**src/rtl/imm_pkg.sv**
```systemverilog
// rtl/imm_pkg.sv - shared types and constants for the immediate encoder
package imm_pkg;

    typedef enum logic [1:0] {
        IDLE,
        SEARCH,
        DONE
    } imm_enc_state_t;

    localparam int IMM_ROT_W = 4;
    localparam int IMM_VAL_W = 8;
    localparam int IMM_ENC_W = 12;
    localparam logic [IMM_ROT_W-1:0] IMM_ROT_MAX = 4'd15;

endpackage

```
**src/rtl/imm_rot_check.sv**
```systemverilog
// rtl/imm_rot_check.sv - tests one rotation: does ROL(val, 2*rot) fit in 8 bits
module imm_rot_check
    import imm_pkg::*;
(
    input  logic [31:0]          val,
    input  logic [IMM_ROT_W-1:0] rot,
    output logic                 hit,
    output logic [IMM_VAL_W-1:0] imm8
);

    logic [5:0]  amt;
    logic [31:0] t;

    // Rotating left by 2*rot undoes the ROR applied when the immediate is expanded.
    always_comb begin
        amt  = {1'b0, rot, 1'b0};
        // amt == 0 makes the right shift 32 wide, which yields 0 and leaves t == val
        t    = (val << amt) | (val >> (6'd32 - amt));
        hit  = (t[31:IMM_VAL_W] == '0);
        imm8 = t[IMM_VAL_W-1:0];
    end

endmodule

```
**src/rtl/imm_encoder.sv**
```systemverilog
// rtl/imm_encoder.sv - iterative ARM rotated-immediate encoder; optional IMM_ENC_SEXT_EN adds 12-bit signed fit outputs
module imm_encoder
    import imm_pkg::*;
#(
    parameter int DATA_W = 32,
    parameter int IMM_W  = 12
) (
    input  logic              clk,
    input  logic              reset,
    input  logic              start,
    input  logic [DATA_W-1:0] value,
    output logic              busy,
    output logic              done,
    output logic              valid,
`ifdef IMM_ENC_SEXT_EN
    output logic [IMM_W-1:0]  imm12,
    output logic              sext_ok,
    output logic [IMM_W-1:0]  sext_imm
`else
    output logic [IMM_W-1:0]  imm12
`endif
);

    imm_enc_state_t        state;
    logic [DATA_W-1:0]     val_q;
    logic [IMM_ROT_W-1:0]  rot_q;
    logic                  hit;
    logic [IMM_VAL_W-1:0]  imm8;
    logic                  last_rot;

    imm_rot_check u_rot_check (
        .val  (val_q),
        .rot  (rot_q),
        .hit  (hit),
        .imm8 (imm8)
    );

    assign last_rot = (rot_q == IMM_ROT_MAX);

`ifdef IMM_ENC_SEXT_EN
    logic sext_fit;

    // The constant fits a signed 12-bit field when its top 21 bits are all copies of the sign.
    always_comb begin
        sext_fit = (&val_q[31:11]) | ~(|val_q[31:11]);
    end
`endif

    // Search FSM: one rotation per cycle, results registered on the edge that raises done.
    always_ff @(posedge clk) begin
        if (reset) begin
            state <= IDLE;
            val_q <= '0;
            rot_q <= '0;
            busy  <= 1'b0;
            done  <= 1'b0;
            valid <= 1'b0;
            imm12 <= '0;
`ifdef IMM_ENC_SEXT_EN
            sext_ok  <= 1'b0;
            sext_imm <= '0;
`endif
        end else begin
            done <= 1'b0;
            case (state)
                IDLE, DONE: begin
                    // DONE accepts a new request directly so back-to-back starts lose no cycle
                    if (start) begin
                        val_q <= value;
                        rot_q <= '0;
                        busy  <= 1'b1;
                        state <= SEARCH;
                    end else begin
                        state <= IDLE;
                    end
                end
                SEARCH: begin
                    // First hit wins, so the reported rotation is the smallest one.
                    if (hit || last_rot) begin
                        done  <= 1'b1;
                        busy  <= 1'b0;
                        valid <= hit;
                        imm12 <= hit ? {rot_q, imm8} : '0;
`ifdef IMM_ENC_SEXT_EN
                        sext_ok  <= sext_fit;
                        sext_imm <= sext_fit ? val_q[IMM_W-1:0] : '0;
`endif
                        state <= DONE;
                    end else begin
                        rot_q <= rot_q + 4'd1;
                    end
                end
                default: begin
                    busy  <= 1'b0;
                    state <= IDLE;
                end
            endcase
        end
    end

endmodule
```
**config.mk**
```make
export PLATFORM = sky130hd
export DESIGN_NAME = imm_encoder
export DESIGN_NICKNAME = d
export VERILOG_FILES = /design/src/rtl/imm_pkg.sv /design/src/rtl/imm_rot_check.sv /design/src/rtl/imm_encoder.sv
export SDC_FILE = /design/constraint.sdc
export NUM_CORES = 1
export LEC_CHECK = 0
export ABC_AREA = 1
export CAP_MARGIN = 40
export CORE_UTILIZATION = 57
export CTS_BUF_LIST = sky130_fd_sc_hd__clkbuf_8
export DETAILED_ROUTE_END_ITERATION = 7
export GPL_TIMING_DRIVEN = 0
export PLACE_DENSITY = 0.82
export SETUP_SLACK_MARGIN = 0.5
export SLEW_MARGIN = 0
export SYNTH_ARGS = -nofsm -noshare
export SYNTH_HDL_FRONTEND = slang
export SYNTH_SLANG_ARGS = --single-unit
```
**constraint.sdc**
```tcl
create_clock -name clk -period 8.05 [get_ports clk]
set_clock_uncertainty 0.2 [all_clocks]
set_input_delay 0.805 -clock clk [delete_from_list [all_inputs] [get_ports clk]]
set_output_delay 0.805 -clock clk [all_outputs]
set_load 0.05 [all_outputs]
```
# Word-level counts from Yosys, hierarchy flattened
# Cells that the tools add are included.
[classes] addsub=2 n_eq_ne=6 shifts=2 n_mux=11 bitwise_logic=2 n_reduce_logical=10
[ops] operator="$or A32 B32 Y32" count=1
[ops] operator="$shl A32 B5 Y32" count=1
[ops] operator="$shr A32 B6 Y32" count=1
[ops] operator="$logic_not A24 Y1" count=1
[ops] operator="$mux W12" count=1
[ops] operator="$mux W4" count=2
[ops] operator="$pmux W4 S2" count=1
[ops] operator="$ne A2 B2 Y1 const B" count=3
[ops] operator="$reduce_and A2 Y1" count=3
[ops] operator="$sub A6 B5 Y6 const A" count=1
[ops] operator="$add A4 B1 Y4 const B" count=1
[ops] operator="$eq A4 B4 Y1 const B" count=1
[ops] operator="$mux W1" count=4
[ops] operator="$pmux W2 S2" count=1
[ops] operator="$reduce_or A2 Y1" count=2
[ops] operator="$reduce_and A3 Y1" count=1
[ops] operator="$eq A2 B1 Y1 const B" count=1
[ops] operator="$eq A2 B2 Y1 const B" count=1
[ops] operator="$logic_not A2 Y1" count=1
[ops] operator="$mux W2" count=1
[ops] operator="$pmux W1 S2" count=1
[ops] operator="$reduce_bool A2 Y1" count=1
[ops] operator="$logic_or A1 B1 Y1" count=1
[ops] operator="$not A1 Y1" count=1
[word_totals] reg_bits=53 input_bits=35 output_inout_bits=15 word_cells=40

# Depth between registers and ports, before layout
[depth] ltp_word=7 ltp_mapped=23 ltp_nobuf=19

# Modules after synthesis
# A second synthesis with hierarchy kept.
[hier_totals] hier_cells=676 hier_area_um2=4027.6
[by_module_without_submodules] mod="imm_rot_check" instances=1 cells_per_inst=432 area_per_inst_um2=2079.5 seq_area_each_um2=0.0
[by_module_without_submodules] mod="imm_encoder" instances=1 cells_per_inst=244 area_per_inst_um2=1948.1 seq_area_each_um2=1061.0

# Worst setup path after synthesis
# OpenSTA, ideal clock, no wires.
[synth_path] kind="register to register" from="register rot_q[0]" to="register imm12[4]" setup_ns=0.136 t_arrival_ns=2.652 t_required_ns=7.714 path_slack_ns=5.062 path_stages_with_launch=24 path_buffers=5 period_less_slack_ns=2.988 path_cell_list="dfxtp_1 > buf_4 > inv_2 > buf_6 > buf_6 > ha_1 > inv_1 > clkbuf_1 > nand3_1 > nand2_1 > nand2_1 > nand2_1 > nand2_1 > nor2_1 > nand2_1 > nand2_1 > nand2_1 > nor2_2 > nand2_4 > nand2_1 > nand2_2 > buf_6 > nand2_1 > a21oi_2"
[synth_between] elab_chain_len=6 elab_cells_between_ends=9 classes_between="1 x add/sub; 1 x eq/ne; 2 x shift; 1 x mux; 1 x bitwise; 3 x reduce/logical"
[synth_lines] element="from (decl)" line_no="imm_encoder.sv:26" text="logic [IMM_ROT_W-1:0] rot_q;"
[synth_lines] element="from (signal assigned)" line_no="imm_encoder.sv:90" text="rot_q <= rot_q + 4'd1;"
[synth_lines] element="$sub A6 B5 Y6" line_no="imm_rot_check.sv:18" text="t = (val << amt) | (val >> (6'd32 - amt));"
[synth_lines] element="$shr A32 B6 Y32" line_no="imm_rot_check.sv:18"
[synth_lines] element="$or A32 B32 Y32" line_no="imm_rot_check.sv:18"
[synth_lines] element="$logic_not A24 Y1" line_no="imm_rot_check.sv:19" text="hit = (t[31:IMM_VAL_W] == '0);"
[synth_lines] element="$logic_or A1 B1 Y1" line_no="imm_encoder.sv:79" text="if (hit || last_rot) begin"
[synth_lines] element="$reduce_and A2 Y1 (no source line)"
[synth_lines] element="to (signal assigned)" line_no="imm_encoder.sv:83" text="imm12 <= hit ? {rot_q, imm8} : '0;"
[synth_lines] element="to (decl)" line_no="imm_encoder.sv:20" text="output logic [IMM_W-1:0] imm12"
# Several ways; a longest one is shown, not always the timed one.
# A chain may end at the register's enable or synchronous reset.

# Worst setup path in the final report
[layout_path] from="register rot_q[0]" to="register imm12[7]"
# The elaborated chain is that of the path after synthesis.

==> flow_summary.html <==
<table>
<tr><th>Metric</th><th>Value</th></tr>
<tr><th colspan="2">Worst setup path</th></tr>
<tr><td>CP Launch Point</td><td>rot_q[0]</td></tr>
<tr><td>Startpoint Class</td><td>flip-flop</td></tr>
<tr><td>Max FO, Critical Path</td><td>10</td></tr>
<tr><td>Top cell by count, worst path</td><td>sky130_fd_sc_hd__nand2_1</td></tr>
<tr><td>CP max-delay cell</td><td>sky130_fd_sc_hd__clkbuf_1</td></tr>
<tr><td>CP Data Arrival Time</td><td>3.76 ns</td></tr>
<tr><td>Ordered list of cells on the worst path</td><td>buf_4, inv_2, buf_6, buf_6, ha_1, inv_1, clkbuf_1, nand3_1, nand2_1, nand2_1, nand2_1, nand2_1, nor2_1, nand2_1, nand2_1, nand2_1, nor2_2, nand2_4, nand2_1, nand2_2, buf_6, nand2_1, a21oi_2</td></tr>
<tr><td>Cell count of the worst reg-to-reg path</td><td>23</td></tr>
<tr><td>End of the worst register-to-register path</td><td>imm12[7]</td></tr>
<tr><td>Origin of the critical flop-to-flop path</td><td>rot_q[0]</td></tr>
<tr><td>Maximum single-stage delay on the critical path</td><td>0.46 ns</td></tr>
<tr><td>Minimum setup slack among reg-to-reg paths</td><td>4.28 ns</td></tr>
<tr><td>Critical Path End Type</td><td>flip-flop</td></tr>
<tr><td>Worst setup path category</td><td>reg -&gt; reg</td></tr>
<tr><td>Required time at the endpoint of the critical path</td><td>8.04 ns</td></tr>
<tr><th colspan="2">Global route</th></tr>
<tr><td>GR Overflow Total</td><td>0</td></tr>
<tr><td>Number of global-route vias before repair</td><td>4,665</td></tr>
<tr><td>Initial antenna violation count</td><td>0</td></tr>
<tr><td>Wire length of the first global-routing pass</td><td>22.5 mm</td></tr>
<tr><td>Largest net degree at the start of global routing</td><td>17</td></tr>
<tr><td>Tot GR Track Use</td><td>39.2%</td></tr>
<tr><th colspan="2">Logic synthesis</th></tr>
<tr><td>Number of synthesized register bits</td><td>53</td></tr>
<tr><td>Combined area of all synthesized cells</td><td>4050 um2</td></tr>
<tr><td>Largest area contributor in the synthesized netlist</td><td>sky130_fd_sc_hd__dfxtp_1</td></tr>
<tr><td>Leading cell types by total area after synthesis</td><td>sky130_fd_sc_hd__dfxtp_1 26%, sky130_fd_sc_hd__nand2_1 22%, sky130_fd_sc_hd__nand3_1 16%, sky130_fd_sc_hd__nor2_1 8.7%, sky130_fd_sc_hd__o21ai_0 4.8%</td></tr>
<tr><td>Area fraction of the dominant cell type after synthesis</td><td>26.2%</td></tr>
<tr><td>Sequential fraction of the synthesis area</td><td>26.2%</td></tr>
<tr><td>Total number of yosys warnings</td><td>0</td></tr>
<tr><td>Synthesized net count</td><td>737</td></tr>
<tr><td>Number of instances in the synthesized netlist</td><td>700</td></tr>
<tr><td>Mean post-synth cell area</td><td>5.78 um2</td></tr>
<tr><td>Number of distinct standard cells referenced by the synthesized netlist</td><td>29</td></tr>
<tr><th colspan="2">STA</th></tr>
<tr><td>Min Tclk post-route</td><td>3.77 ns</td></tr>
<tr><td>Setup TNS</td><td>0 ns</td></tr>
<tr><td>Count of endpoints failing hold in the final timing report</td><td>0</td></tr>
<tr><td>Final cycle utilization of the critical path</td><td>46.8%</td></tr>
<tr><td>Slew Limit Fails</td><td>0</td></tr>
<tr><td>Least-Margin Pin Slew</td><td>0.630 ns</td></tr>
<tr><td>Number of failing setup endpoints in the final timing report</td><td>0</td></tr>
<tr><td>Max-slew headroom</td><td>58.0%</td></tr>
<tr><td>RSZ-0062 raised after global routing</td><td>false</td></tr>
<tr><td>Highest attainable clock frequency</td><td>0.265 GHz</td></tr>
<tr><td>Minimum setup slack in the final design</td><td>4.28 ns</td></tr>
<tr><th colspan="2">Route</th></tr>
<tr><td>Number of iterations in the first detailed-routing pass</td><td>5</td></tr>
<tr><td>DRC errors left</td><td>0</td></tr>
<tr><td>Antenna-violating nets left</td><td>0</td></tr>
<tr><td>Total vias in the final route</td><td>5,042</td></tr>
<tr><td>Via density</td><td>5.92</td></tr>
<tr><td>Initial detailed-routing violation count</td><td>682</td></tr>
<tr><td>Final Routed Wirelength</td><td>14.0 mm</td></tr>
<tr><td>Average wire per cell in the routed design</td><td>16.4 um</td></tr>
<tr><th colspan="2">Power</th></tr>
<tr><td>Power after layout</td><td>806 uW</td></tr>
<tr><td>Power density over the cells</td><td>169 nW/um2</td></tr>
<tr><td>Largest vdd supply drop</td><td>0.000122 V</td></tr>
<tr><td>Leak Pwr</td><td>0.00218 uW</td></tr>
<tr><th colspan="2">Placed design</th></tr>
<tr><td>HPWL Detailed</td><td>10.9 mm</td></tr>
<tr><td>Worst Setup Slack post-DPL</td><td>4.39 ns</td></tr>
<tr><td>Count of buffers inserted at the top-level ports</td><td>48</td></tr>
<tr><td>Cell area after placement</td><td>4650 um2</td></tr>
<tr><td>GP Congestion</td><td>1.03</td></tr>
<tr><th colspan="2">CTS</th></tr>
<tr><td>Total CTS buffers</td><td>5</td></tr>
<tr><td>Clk sink count</td><td>53</td></tr>
<tr><td>Clock buffer depth</td><td>2</td></tr>
<tr><td>Root buffer cell</td><td>sky130_fd_sc_hd__clkbuf_8</td></tr>
<tr><td>Post-CTS Resized</td><td>0</td></tr>
<tr><td>Clock transition at the registers of the reported paths</td><td>0.10 ns</td></tr>
<tr><td>Number of buffers inserted by post-CTS setup repair</td><td>0</td></tr>
<tr><td>Later-pin clock latency in the skew report</td><td>0.32 ns</td></tr>
<tr><td>Maximum level of the CTS H-tree</td><td>2</td></tr>
<tr><td># hold bufs at CTS</td><td>0</td></tr>
<tr><td>CTS tree</td><td>yes</td></tr>
<tr><th colspan="2">Hold path</th></tr>
<tr><td>Worst hold start</td><td>state[0]</td></tr>
<tr><td>Hold Path Cell Cnt</td><td>1</td></tr>
<tr><td>Hold/Removal Path Class</td><td>reg -&gt; reg</td></tr>
<tr><td>Endpoint of the worst hold-timing path</td><td>busy</td></tr>
<tr><th colspan="2">Finish</th></tr>
<tr><td>Layout area overhead</td><td>17.5%</td></tr>
<tr><td>Layout Cell Area excl Fill</td><td>4760 um2</td></tr>
<tr><td>Post-layout nets</td><td>792</td></tr>
<tr><td>Layout cell share with drive strength beyond 1</td><td>7.95%</td></tr>
<tr><td>FILL cells</td><td>642</td></tr>
<tr><td>Diode count</td><td>0</td></tr>
<tr><th colspan="2">Outcome</th></tr>
<tr><td>Outcome</td><td>finished, final reports clean</td></tr>
<tr><th colspan="2">Run</th></tr>
<tr><td>Number of max-cap violations</td><td>0</td></tr>
<tr><th colspan="2">Floorplanning</th></tr>
<tr><td>Chip height</td><td>86.3 um</td></tr>
<tr><td>Placeable core region</td><td>6830 um2</td></tr>
<tr><td>Count of standard-cell rows</td><td>30</td></tr>
<tr><td>Starting Density</td><td>59.2%</td></tr>
<tr><td>Die width</td><td>86.3 um</td></tr>
<tr><td>DIE AREA</td><td>7440 um2</td></tr>
<tr><td>Boundary Pins</td><td>50</td></tr>
</table>
-- worst max-delay path by stage --
| stage | to | slack, ns | depth (start not counted) |
|---|---|---|---|
| after floorplan | imm12[4] | 5.06 | 23 |
| after global placement | imm12[4] | 4.47 | 23 |
| after detailed placement | imm12[7] | 4.39 | 23 |
| after CTS | imm12[7] | 4.36 | 23 |
| after global routing | imm12[1] | 4.03 | 23 |
| final | imm12[7] | 4.28 | 23 |
-- logic make-up (layout without fill, tap and decap cells) --
kind of cell	after synthesis	in the layout	synth area share (%)
AO/OA/AOI/OAI	85	85	12.7
XOR/XNOR	3	3	0.835
adder cells (fa/ha/maj)	2	2	0.618
buffers and inverters	67	122	7.57
flip-flops	53	53	26.2
AND/OR/NAND/NOR	490	490	52.1
-- layout make-up --
| type | instances | area (um2) | area share [%] |
|---|---|---|---|
| well taps | 96 | 120 | 2.53 |
| plain buffers | 43 | 216 | 4.55 |
| repair buffers | 48 | 480 | 10.1 |
| clock inverters | 2 | 38.8 | 0.816 |
| flip-flops and latches | 53 | 1060 | 22.3 |
| inverters | 24 | 90.1 | 1.89 |
| clock buffers | 5 | 68.8 | 1.45 |
| multi-input cells | 580 | 2680 | 56.4 |
-- synthesized netlist by cell type, drive strengths merged --
cell type  instances
a21oi             29
and2               4
buf               24
clkbuf            19
clkinv             1
dfxtp             53
ha                 2
inv               23
nand2            249
nand3            134
nand4              5
nor2              97
nor3               1
o211ai             7
o21ai             39
o221ai             6
o311ai             4
xnor2              1
xor2               2
-- worst max-delay path, delay by kind of cell, from the launching register on --
kind            cells  cell delay (ns)
compound gates      1             0.05
flops               1             0.35
simple gates       14             1.40
fa+ha+maj           1             0.32
buf+inv             7             1.31
-- stage by stage --
step | std cells | hold slack (ns) | utilization (%)
after floorplan | 700 | 0.210 | -
after global placement | 844 | 0.223 | 68.0
after detailed placement | 844 | 0.236 | 68.0
after CTS | 851 | 0.245 | 69.6
after global routing | 851 | 0.273 | 69.6
final | 851 | 0.246 | 69.6
-- cell usage in the layout, fill, tap and decap left out, drive strengths merged, types with 7 or more instances in the layout --
master / instances
clkbuf: 24
a21oi: 29
inv: 24
nor2: 97
buf: 24
o211ai: 7
o21ai: 39
clkdlybuf4s50: 48
nand3: 134
nand2: 249
dfxtp: 53
-- sequential cells by signal (all words and copies together), names as in the netlist --
register and cells:
val_q 32, imm12 12, rot_q 4, state 2, busy 1, done 1
valid 1
-- routing by layer --
layer / GRT usage (%) / vias up / wire length, um
met3: 8.48 / 63 / 1350
met5: 0 / - / 0
met4: 20.5 / 0 / 617
li1: - / 2422 / -
met2: 62.0 / 290 / 6210
met1: 50.2 / 2267 / 5820
-- power by group --
group          internal, uW  switching (uW)
logic                   108             215
clock network          92.3            95.7
registers               278            16.8
total                   478             327
Note: power is estimated with default switching activity, not from simulation.
